**config.mk**
```make
export PLATFORM = sky130hd
export DESIGN_NAME = fifo_load_ctrl
export DESIGN_NICKNAME = d
export VERILOG_FILES = /design/src/rtl/fifo_load_ctrl.sv
export SDC_FILE = /design/constraint.sdc
export NUM_CORES = 1
export LEC_CHECK = 0
export ABC_CLOCK_PERIOD_IN_PS = 5100
export CORE_MARGIN = 2
export CORE_UTILIZATION = 40
export CTS_BUF_LIST = sky130_fd_sc_hd__clkbuf_16
export DETAILED_ROUTE_END_ITERATION = 7
export PLACE_DENSITY = 0.63
export SYNTH_ARGS = -nofsm -noshare
export SYNTH_HDL_FRONTEND = slang
export SYNTH_SLANG_ARGS = --single-unit
```
**constraint.sdc**
```tcl
create_clock -name clk -period 5.1 [get_ports clk]
set_input_delay 1.02 -clock clk [delete_from_list [all_inputs] [get_ports clk]]
set_output_delay 1.02 -clock clk [all_outputs]
set_load 0.005 [all_outputs]
```
**src/rtl/fifo_load_ctrl.sv**
```systemverilog
// fifo_load_ctrl
// Drives the per-lane write/shift enables of one weight/input FIFO bank in
// front of the MMU. A sequence is requested with start. Lanes are then
// enabled either all together (flat) or as a diagonal wavefront (stagger).
// In stagger mode either lane 0 or the top lane can lead.
//
//   state | meaning
//   ------+-----------------------------------------------------------
//   IDLE  | waiting for start; enables low, busy low
//   RUN   | step counter t advancing; fifo_en shows the pattern for t
//   DONE  | single-cycle completion; done high, a new start may chain in
//
// All outputs are flops, so no input reaches an output combinationally.

module fifo_load_ctrl #(
    parameter  int FIFO_WIDTH = 16,
    parameter  int MAX_LEN    = 16,
    localparam int LEN_W      = $clog2(MAX_LEN + 1),
    localparam int CNT_W      = $clog2(FIFO_WIDTH + MAX_LEN)
) (
    input  logic                  clk,
    input  logic                  reset,
    input  logic                  start,
    input  logic                  stagger,
    input  logic                  lsb_first,
    input  logic [LEN_W-1:0]      len,
    input  logic                  abort,
    output logic [FIFO_WIDTH-1:0] fifo_en,
    output logic                  busy,
    output logic                  done
);

    // One extra bit on the lane window compares, so that offset + len can
    // never wrap.
    localparam int                CMP_W       = CNT_W + 1;
    localparam logic [LEN_W-1:0]  MAX_LEN_V   = LEN_W'(MAX_LEN);
    localparam logic [CMP_W-1:0]  STAGGER_PAD = CMP_W'(FIFO_WIDTH - 1);

    typedef enum logic [1:0] {
        ST_IDLE = 2'd0,
        ST_RUN  = 2'd1,
        ST_DONE = 2'd2
    } state_t;

    state_t                  state_q,     state_d;
    logic [CNT_W-1:0]        t_q,         t_d;
    logic                    stagger_q,   stagger_d;
    logic                    lsb_first_q, lsb_first_d;
    logic [LEN_W-1:0]        len_q,       len_d;
    logic [FIFO_WIDTH-1:0]   fifo_en_q,   fifo_en_d;
    logic                    busy_q,      busy_d;
    logic                    done_q,      done_d;

    logic [LEN_W-1:0]        len_sat;
    logic [CMP_W-1:0]        last_t;
    logic                    at_last;
    logic [FIFO_WIDTH-1:0]   lane_hit;

    // Lane k is on while offset <= t < offset + len. The offset is k when
    // lane 0 leads, or FIFO_WIDTH-1-k when the top lane leads. Flat mode
    // turns every lane on.
    function automatic logic [FIFO_WIDTH-1:0] lane_pattern(
        input logic [CNT_W-1:0] t,
        input logic             stg,
        input logic             lsb,
        input logic [LEN_W-1:0] l
    );
        logic [FIFO_WIDTH-1:0] pat;
        logic [CMP_W-1:0]      t_ext;
        logic [CMP_W-1:0]      off;
        logic [CMP_W-1:0]      lim;
        pat   = '0;
        t_ext = {1'b0, t};
        for (int k = 0; k < FIFO_WIDTH; k++) begin
            off    = lsb ? CMP_W'(k) : CMP_W'(FIFO_WIDTH - 1 - k);
            lim    = off + CMP_W'(l);
            pat[k] = !stg || ((t_ext >= off) && (t_ext < lim));
        end
        return pat;
    endfunction

    // Clamp an oversized burst request before it is latched.
    always_comb begin
        len_sat = (len > MAX_LEN_V) ? MAX_LEN_V : len;
    end

    // Final step index of the running sequence, taken from the latched
    // configuration. len_q is nonzero whenever RUN is entered, so the -1
    // cannot underflow while the result is in use.
    always_comb begin
        if (stagger_q) begin
            last_t = STAGGER_PAD + CMP_W'(len_q) - CMP_W'(1);
        end else begin
            last_t = CMP_W'(len_q) - CMP_W'(1);
        end
        at_last = ({1'b0, t_q} == last_t);
    end

    // Next-state logic: start handling, config latch, step counter, abort.
    always_comb begin
        state_d     = state_q;
        t_d         = t_q;
        stagger_d   = stagger_q;
        lsb_first_d = lsb_first_q;
        len_d       = len_q;

        case (state_q)
            ST_IDLE, ST_DONE: begin
                state_d = ST_IDLE;
                // A simultaneous abort cancels the request outright.
                if (start && !abort) begin
                    stagger_d   = stagger;
                    lsb_first_d = lsb_first;
                    len_d       = len_sat;
                    t_d         = '0;
                    // An empty burst has nothing to emit, so it goes
                    // straight to DONE.
                    state_d     = (len_sat == '0) ? ST_DONE : ST_RUN;
                end
            end
            ST_RUN: begin
                if (abort) begin
                    state_d = ST_IDLE;
                end else if (at_last) begin
                    state_d = ST_DONE;
                end else begin
                    t_d = t_q + 1'b1;
                end
            end
            default: begin
                state_d = ST_IDLE;
            end
        endcase
    end

    // Lane enables for the step being entered. The pattern is computed from
    // the next-cycle counter and config, so fifo_en appears one cycle after
    // start is sampled.
    always_comb begin
        lane_hit = lane_pattern(t_d, stagger_d, lsb_first_d, len_d);
    end

    // Registered outputs are derived purely from the upcoming state.
    always_comb begin
        fifo_en_d = (state_d == ST_RUN) ? lane_hit : '0;
        busy_d    = (state_d == ST_RUN);
        done_d    = (state_d == ST_DONE);
    end

    // State, counter, latched config and output flops.
    always_ff @(posedge clk or posedge reset) begin
        if (reset) begin
            state_q     <= ST_IDLE;
            t_q         <= '0;
            stagger_q   <= 1'b0;
            lsb_first_q <= 1'b0;
            len_q       <= '0;
            fifo_en_q   <= '0;
            busy_q      <= 1'b0;
            done_q      <= 1'b0;
        end else begin
            state_q     <= state_d;
            t_q         <= t_d;
            stagger_q   <= stagger_d;
            lsb_first_q <= lsb_first_d;
            len_q       <= len_d;
            fifo_en_q   <= fifo_en_d;
            busy_q      <= busy_d;
            done_q      <= done_d;
        end
    end

    assign fifo_en = fifo_en_q;
    assign busy    = busy_q;
    assign done    = done_q;

endmodule

```
==> impl_metrics.toml, run 1 <==
[run_status]
status = "finished clean"

[place]
place_inst = 622
io_buffers = 28
place_congestion = 0.915
hpwl_mm = 8.76

[die]
die_h_um = 104
dieArea_um2 = 10700
start_util_pct = 41.0
fp.coreArea_um2 = 9680
rows = 36
die_w_um = 104
num_io_pins = 29

[clocking]
clk_latency_ps = 280
cts_tree = "done"
ctsHoldBuffers = 0
clkTransAtPathRegs_ps = 50
cts_sinks = 32
cts.repair.resized = 0
cts_setup_buffers = 0
cts_max_level = 2
root_buffer = "clkbuf_16"
cts_buffers = 5
clock_path_buffers = 2

[sta]
skew_ps = 4.25
tightest_slew_ps = 938
finalHoldViolations = 0
finalSetupViolations = 0
tns_ps = 0
slew_viol_final = 0
fmax_mhz = 220
layout_min_cycle_time_ps = 4540
fin_crit_sh_pct = 88.9
slew-limit-headroom_pct = 35.7
rsz0062_at_grt = "false"

[synthesis]
yosysSeqAreaShare_pct = 20.2
synthesis.instances = 460
synth_ff_type = "dfrtp_1"
syn_area_per_cell_um2 = 8.63
synth_nets = 543
syn-cell-area_um2 = 3970
ys_seq_elements = 32
async_reset_ff_share_pct = 100
yosys_warnings = 0
synth-edff-count = 0
synth.distinct_cells = 54

[worst_setup_path]
arrival_ps = 4710
timing.rr.end = "fifo_en[9]$_DFF_PP0_"
crit_chain = "clkdlybuf4s50_1, nor2_1, and2_1, mux2i_1, buf_4, ha_1, inv_1, fa_1, xor2_1, inv_1, ha_1, nor3_1, a311oi_2, a211o_1, a221oi_2"
cp_max_fo = 14
slowest_delay_ps = 460
cp-end-kind = "register"
start_kind = "input pin"
reg2reg_depth = 14
required_ps = 5270
r2r_start = "len_q[1]$_DFF_PP0_"
cpMaxStageDelayCell = "fa_1"
reg2reg_slack_ps = 1100
crit_type = "in2reg"

[finish]
layout_commonest_cell = "ha_1"
antenna_cells = 0
final_cell_mix = "ha_1, a21oi_1, xnor2_1"
syn_to_final_growth_pct = 17.3
nets = 579
fin_util_pct = 48.1
fin_cells = 630
drive_above_1_share_pct = 8.45
fill_cells = 939

[min_path]
hold_depth = 1
hold_class = "reg2reg"

[route]
vias_per_cell = 5.70
dr.pass1.iters = 5
dr.first_iter.drc_count = 260
vias = 3588
drt_wl_total_mm = 11.3
routedWlPerCell_um = 18.0
ant_nets = 0
route.detailed.drc = 0

[grt]
antenna_found_initial = 0
overflow = 0
grt_use_total_pct = 21.3
grt_pass1_vias = 3527
grt_pass1_wl_mm = 18.5
grt_max_degree = 33

[pwr]
p_leak_uw = 0.00218
p_per_area_nw_per_um2 = 484
worst_ir_drop_vdd_mv = 0.171
design_power_total_uw = 2250

[flow_run]
maxCapViolCount = 0
-- cells by family (layout without fill, tap and decap cells) --
family | after synthesis | in the layout | synth area share, %
fa+ha+maj | 72 | 72 | 23.4
compound gates | 164 | 164 | 28.1
buf+inv | 47 | 84 | 4.85
simple gates | 98 | 98 | 12.4
xor+xnor | 42 | 42 | 9.61
mux | 5 | 5 | 1.35
flops | 32 | 32 | 20.2
-- sequential cells by signal (all words and copies together), names as in the netlist, named ones only --
signal       count
fifo_en         16
busy             1
lsb_first_q      1
t_q              4
len_q            5
stagger_q        1
state_q          2
done             1
-- layout make-up --
type	instances	area, um^2	share of cell area, %
clock inverter	3	42.5	0.913
tap	133	166	3.57
timing repair buffer	47	423	9.08
multi-input combinational	381	2990	64.2
sequential	32	801	17.2
inverter	29	109	2.34
clock buffer	5	125	2.69
-- routing by layer --
metal	up-vias	track usage, %	routed length, um
li1	1749	-	-
met1	1687	28.5	5160
met2	124	34.6	5090
met3	28	2.96	653
met4	0	8.59	403
met5	-	0	0
-- cell usage after synthesis, drive strengths merged (2+ instances only) --
library cell  count  area, um^2
o21a              5        37.5
o41ai             2        25.0
fa                4        80.1
nor2             32         120
nor3             14        81.3
a21oi            57         285
nand3             7        35.0
o21bai           17         128
or3               2        12.5
inv              28         105
a311oi            2        30.0
nand2            20        75.1
or4b              2        27.5
nor2b             3        18.8
and2              4        25.0
nand2b            5        31.3
nand3b            4        30.0
a21o              8        60.1
dfrtp            32         801
a211oi           13        97.6
a221oi            3        32.5
clkbuf           11        41.3
or2               2        12.5
a211o             3        26.3
o221ai            5        43.8
o211ai            2        15.0
o221a             5        56.3
buf               7        42.5
xnor2            33         289
o211a             6        60.1
a31oi             2        12.5
ha               68         851
mux2i             5        53.8
a21boi            2        15.0
xor2              8        70.1
o21ai            28         148
-- worst max-delay path by stage --
stage / from / to / cells after the start
finish: abort / fifo_en[6]$_DFF_PP0_ / 15
global route: abort / fifo_en[6]$_DFF_PP0_ / 15
CTS: abort / fifo_en[6]$_DFF_PP0_ / 15
detailed placement: abort / fifo_en[6]$_DFF_PP0_ / 15
global placement: abort / fifo_en[6]$_DFF_PP0_ / 15
floorplan: abort / fifo_en[9]$_DFF_PP0_ / 14
-- worst max-delay path, delay by kind of cell --
family / cells / cell delay (ps)
compound gates: 3 / 770
xor+xnor: 1 / 220
simple gates: 3 / 660
buf+inv: 4 / 860
mux: 1 / 250
fa+ha+maj: 3 / 910
-- stage by stage --
step | hold WS, ps | cell area (um^2) | worst slack [ps]
after floorplan | 534 | 3970 | 58.7
after global placement | 596 | 4490 | 383
after detailed placement | 605 | 4490 | 355
after CTS | 615 | 4660 | 604
after global routing | 687 | 4660 | 271
final | 618 | 4660 | 565
-- where the power goes --
| group | leakage, uW | internal, uW | switching [uW] |
|---|---|---|---|
| registers | 0.000422 | 304 | 40.6 |
| clock network | 0.0000798 | 229 | 114 |
| logic | 0.00168 | 665 | 900 |
Note: power is estimated with default switching activity, not from simulation.
==> run 2, diff against run 1 <==
Settings changed: ABC_AREA set to 1.
==> run 2 against run 1 <==
Register-to-register slack better by 240 ps; non-clock buffer count is 2 higher; synthesized cell count is 40% higher; sequential share of layout area is 1.6 points lower; final cell count is 31% higher; total power is 12% higher; clock skew is 1.0 ps lower; largest cell class unchanged.
==> impl_metrics.toml, run 2 <==
[run_status]
status = "finished clean"

[finish]
nets = 770
syn_to_final_growth_pct = 16.2
final_cell_mix = "nand2_1, inv_1, ha_1"
drive_above_1_share_pct = 8.58
antenna_cells = 0
layout_commonest_cell = "nand2_1"
largest_register_ffs = 16

[grt]
grt_pass1_wl_mm = 22.4
grt_pass1_vias = 4408
grt_use_total_pct = 24.4
overflow = 0
antenna_found_initial = 0
grt_max_degree = 26

[sta]
slew-limit-headroom_pct = 32.5
fin_hold_ws_ps = 622
tightest_slew_ps = 1010
finalSetupViolations = 0
layout_min_cycle_time_ps = 4630
rsz0062_at_grt = "false"
tns_ps = 0
fin_crit_sh_pct = 90.8
finalHoldViolations = 0
skew_ps = 3.24
slew_viol_final = 0
fmax_mhz = 216

[die]
start_util_pct = 40.8
die_w_um = 109
num_io_pins = 29
dieArea_um2 = 11900
die_h_um = 109
rows = 38
fp.coreArea_um2 = 10800

[clocking]
clk_latency_ps = 280
cts_setup_buffers = 0
clock_path_buffers = 2
clkTransAtPathRegs_ps = 50
root_buffer = "clkbuf_16"
cts.repair.resized = 0
cts_buffers = 5
cts_max_level = 2
cts_sinks = 32
cts_tree = "done"
ctsHoldBuffers = 0

[synthesis]
yosys.area.top_type_share_pct = 19.3
yosysMostFrequentCell = "nand2_1"
syn_area_per_cell_um2 = 6.87
synthTopCellsByCount = "nand2_1, inv_1, ha_1"
syn-cell-area_um2 = 4410
synth_area_leader_cell = "ha_1"
ys_seq_elements = 32
yosys_warnings = 0
yosysSeqAreaShare_pct = 18.2
synth_ff_type = "dfrtp_1"
yosys-top-cells-area = "ha_1, dfrtp_1, nand2_1"
synth-edff-count = 0
synthesis.instances = 642
synth_nets = 725
synth.distinct_cells = 40
async_reset_ff_share_pct = 100

[route]
routedWlPerCell_um = 16.7
vias_per_cell = 5.47
vias = 4530
dr.pass1.iters = 5
ant_nets = 0
drt_wl_total_mm = 13.8
dr.first_iter.drc_count = 350
route.detailed.drc = 0

[worst_setup_path]
cpMaxStageDelayCell = "clkdlybuf4s50_1"
crit_chain = "clkdlybuf4s50_1, inv_1, nand2_1, nor2_4, or2_2, o21ai_1, ha_1, clkinv_1, fa_1, o21ai_0, xor2_1, ha_1, nand3_1, o21ai_0, a21oi_1, nand2_1, a21oi_1"
required_ps = 5290
crit_type = "in2reg"
cp-end-kind = "register"
cp_max_fo = 14
arrival_ps = 4830
start_kind = "input pin"
reg2reg_depth = 18
slowest_delay_ps = 530

[min_path]
hold_class = "reg2reg"
hold_depth = 3

[place]
hpwl_mm = 11.1
place_congestion = 1.01
io_buffers = 28

[pwr]
worst_ir_drop_vdd_mv = 0.179
p_per_area_nw_per_um2 = 493
design_power_total_uw = 2520
p_leak_uw = 0.00266

[flow_run]
maxCapViolCount = 0
## run 2: changes by cell type in the layout (fill, tap and decap cells not counted), moves of 29 or more
cell and delta:
nand3_1 +30, nand2_1 +112, inv_1 +43, nor2_1 +34, o21ai_0 +29, xnor2_1 -31
## run 2: cell type report
cell class | count | area, um^2
Timing Repair Buffer | 49 | 438
Tap cell | 140 | 175
Multi-Input combinational cell | 523 | 3260
Fill cell | 1109 | 5670
Clock inverter | 3 | 38.8
Inverter | 76 | 285
Clock buffer | 5 | 125
Sequential cell | 32 | 801
## run 2: worst max-delay path, delay by kind of cell
family	cells	cell delay, ps
XOR/XNOR	1	180
adder cells (fa/ha/maj)	3	1100
AO/OA/AOI/OAI	5	1000
buffers and inverters	3	840
AND/OR/NAND/NOR	5	690
## run 2: path summary, 6_finish.rpt
check / start / endpoint / slack, ps
hold / removal: state_q[1]$_DFF_PP0_ / done$_DFF_PP0_ / 620
setup / recovery: abort / fifo_en[8]$_DFF_PP0_ / 470
hold reg to reg: state_q[1]$_DFF_PP0_ / done$_DFF_PP0_ / 620
setup reg to reg: len_q[2]$_DFF_PP0_ / fifo_en[8]$_DFF_PP0_ / 1340
min in group asynchronous: reset / asynchronous set/reset pin / 1100
max in group asynchronous: reset / fifo_en[5]$_DFF_PP0_ / 3330
## run 2: cells by family after synthesis
| kind of cell | share of synthesized area [%] |
|---|---|
| fa+ha+maj | 21.1 |
| xor+xnor | 7.35 |
| flops | 18.2 |
| buf+inv | 7.95 |
| simple gates | 28.5 |
| compound gates | 16.9 |
## run 2: report_power, final
| group | internal, uW | switching [uW] |
|---|---|---|
| registers | 308 | 41.3 |
| clock network | 227 | 107 |
| logic | 653 | 1190 |
## run 2: layer usage
metal  GRT usage, %  up-vias  wire (um)  part of all wire, %
met2           41.0      169       6380                   46
met3           2.63       23        874                  6.3
li1               -     2239          -                    -
met1           33.2     2099       6340                   46
met4           6.68        0        235                  1.7
met5              0        -          0                    0
## run 2: per-stage QoR
stage	util, %	cell area, um^2	std cells	setup slack (ps)
detailed placement	45.9	4960	820	247
finish	47.4	5120	828	467
global route	47.4	5120	828	101
floorplan	-	4410	642	164
global placement	45.9	4960	820	323
CTS	47.4	5120	828	510
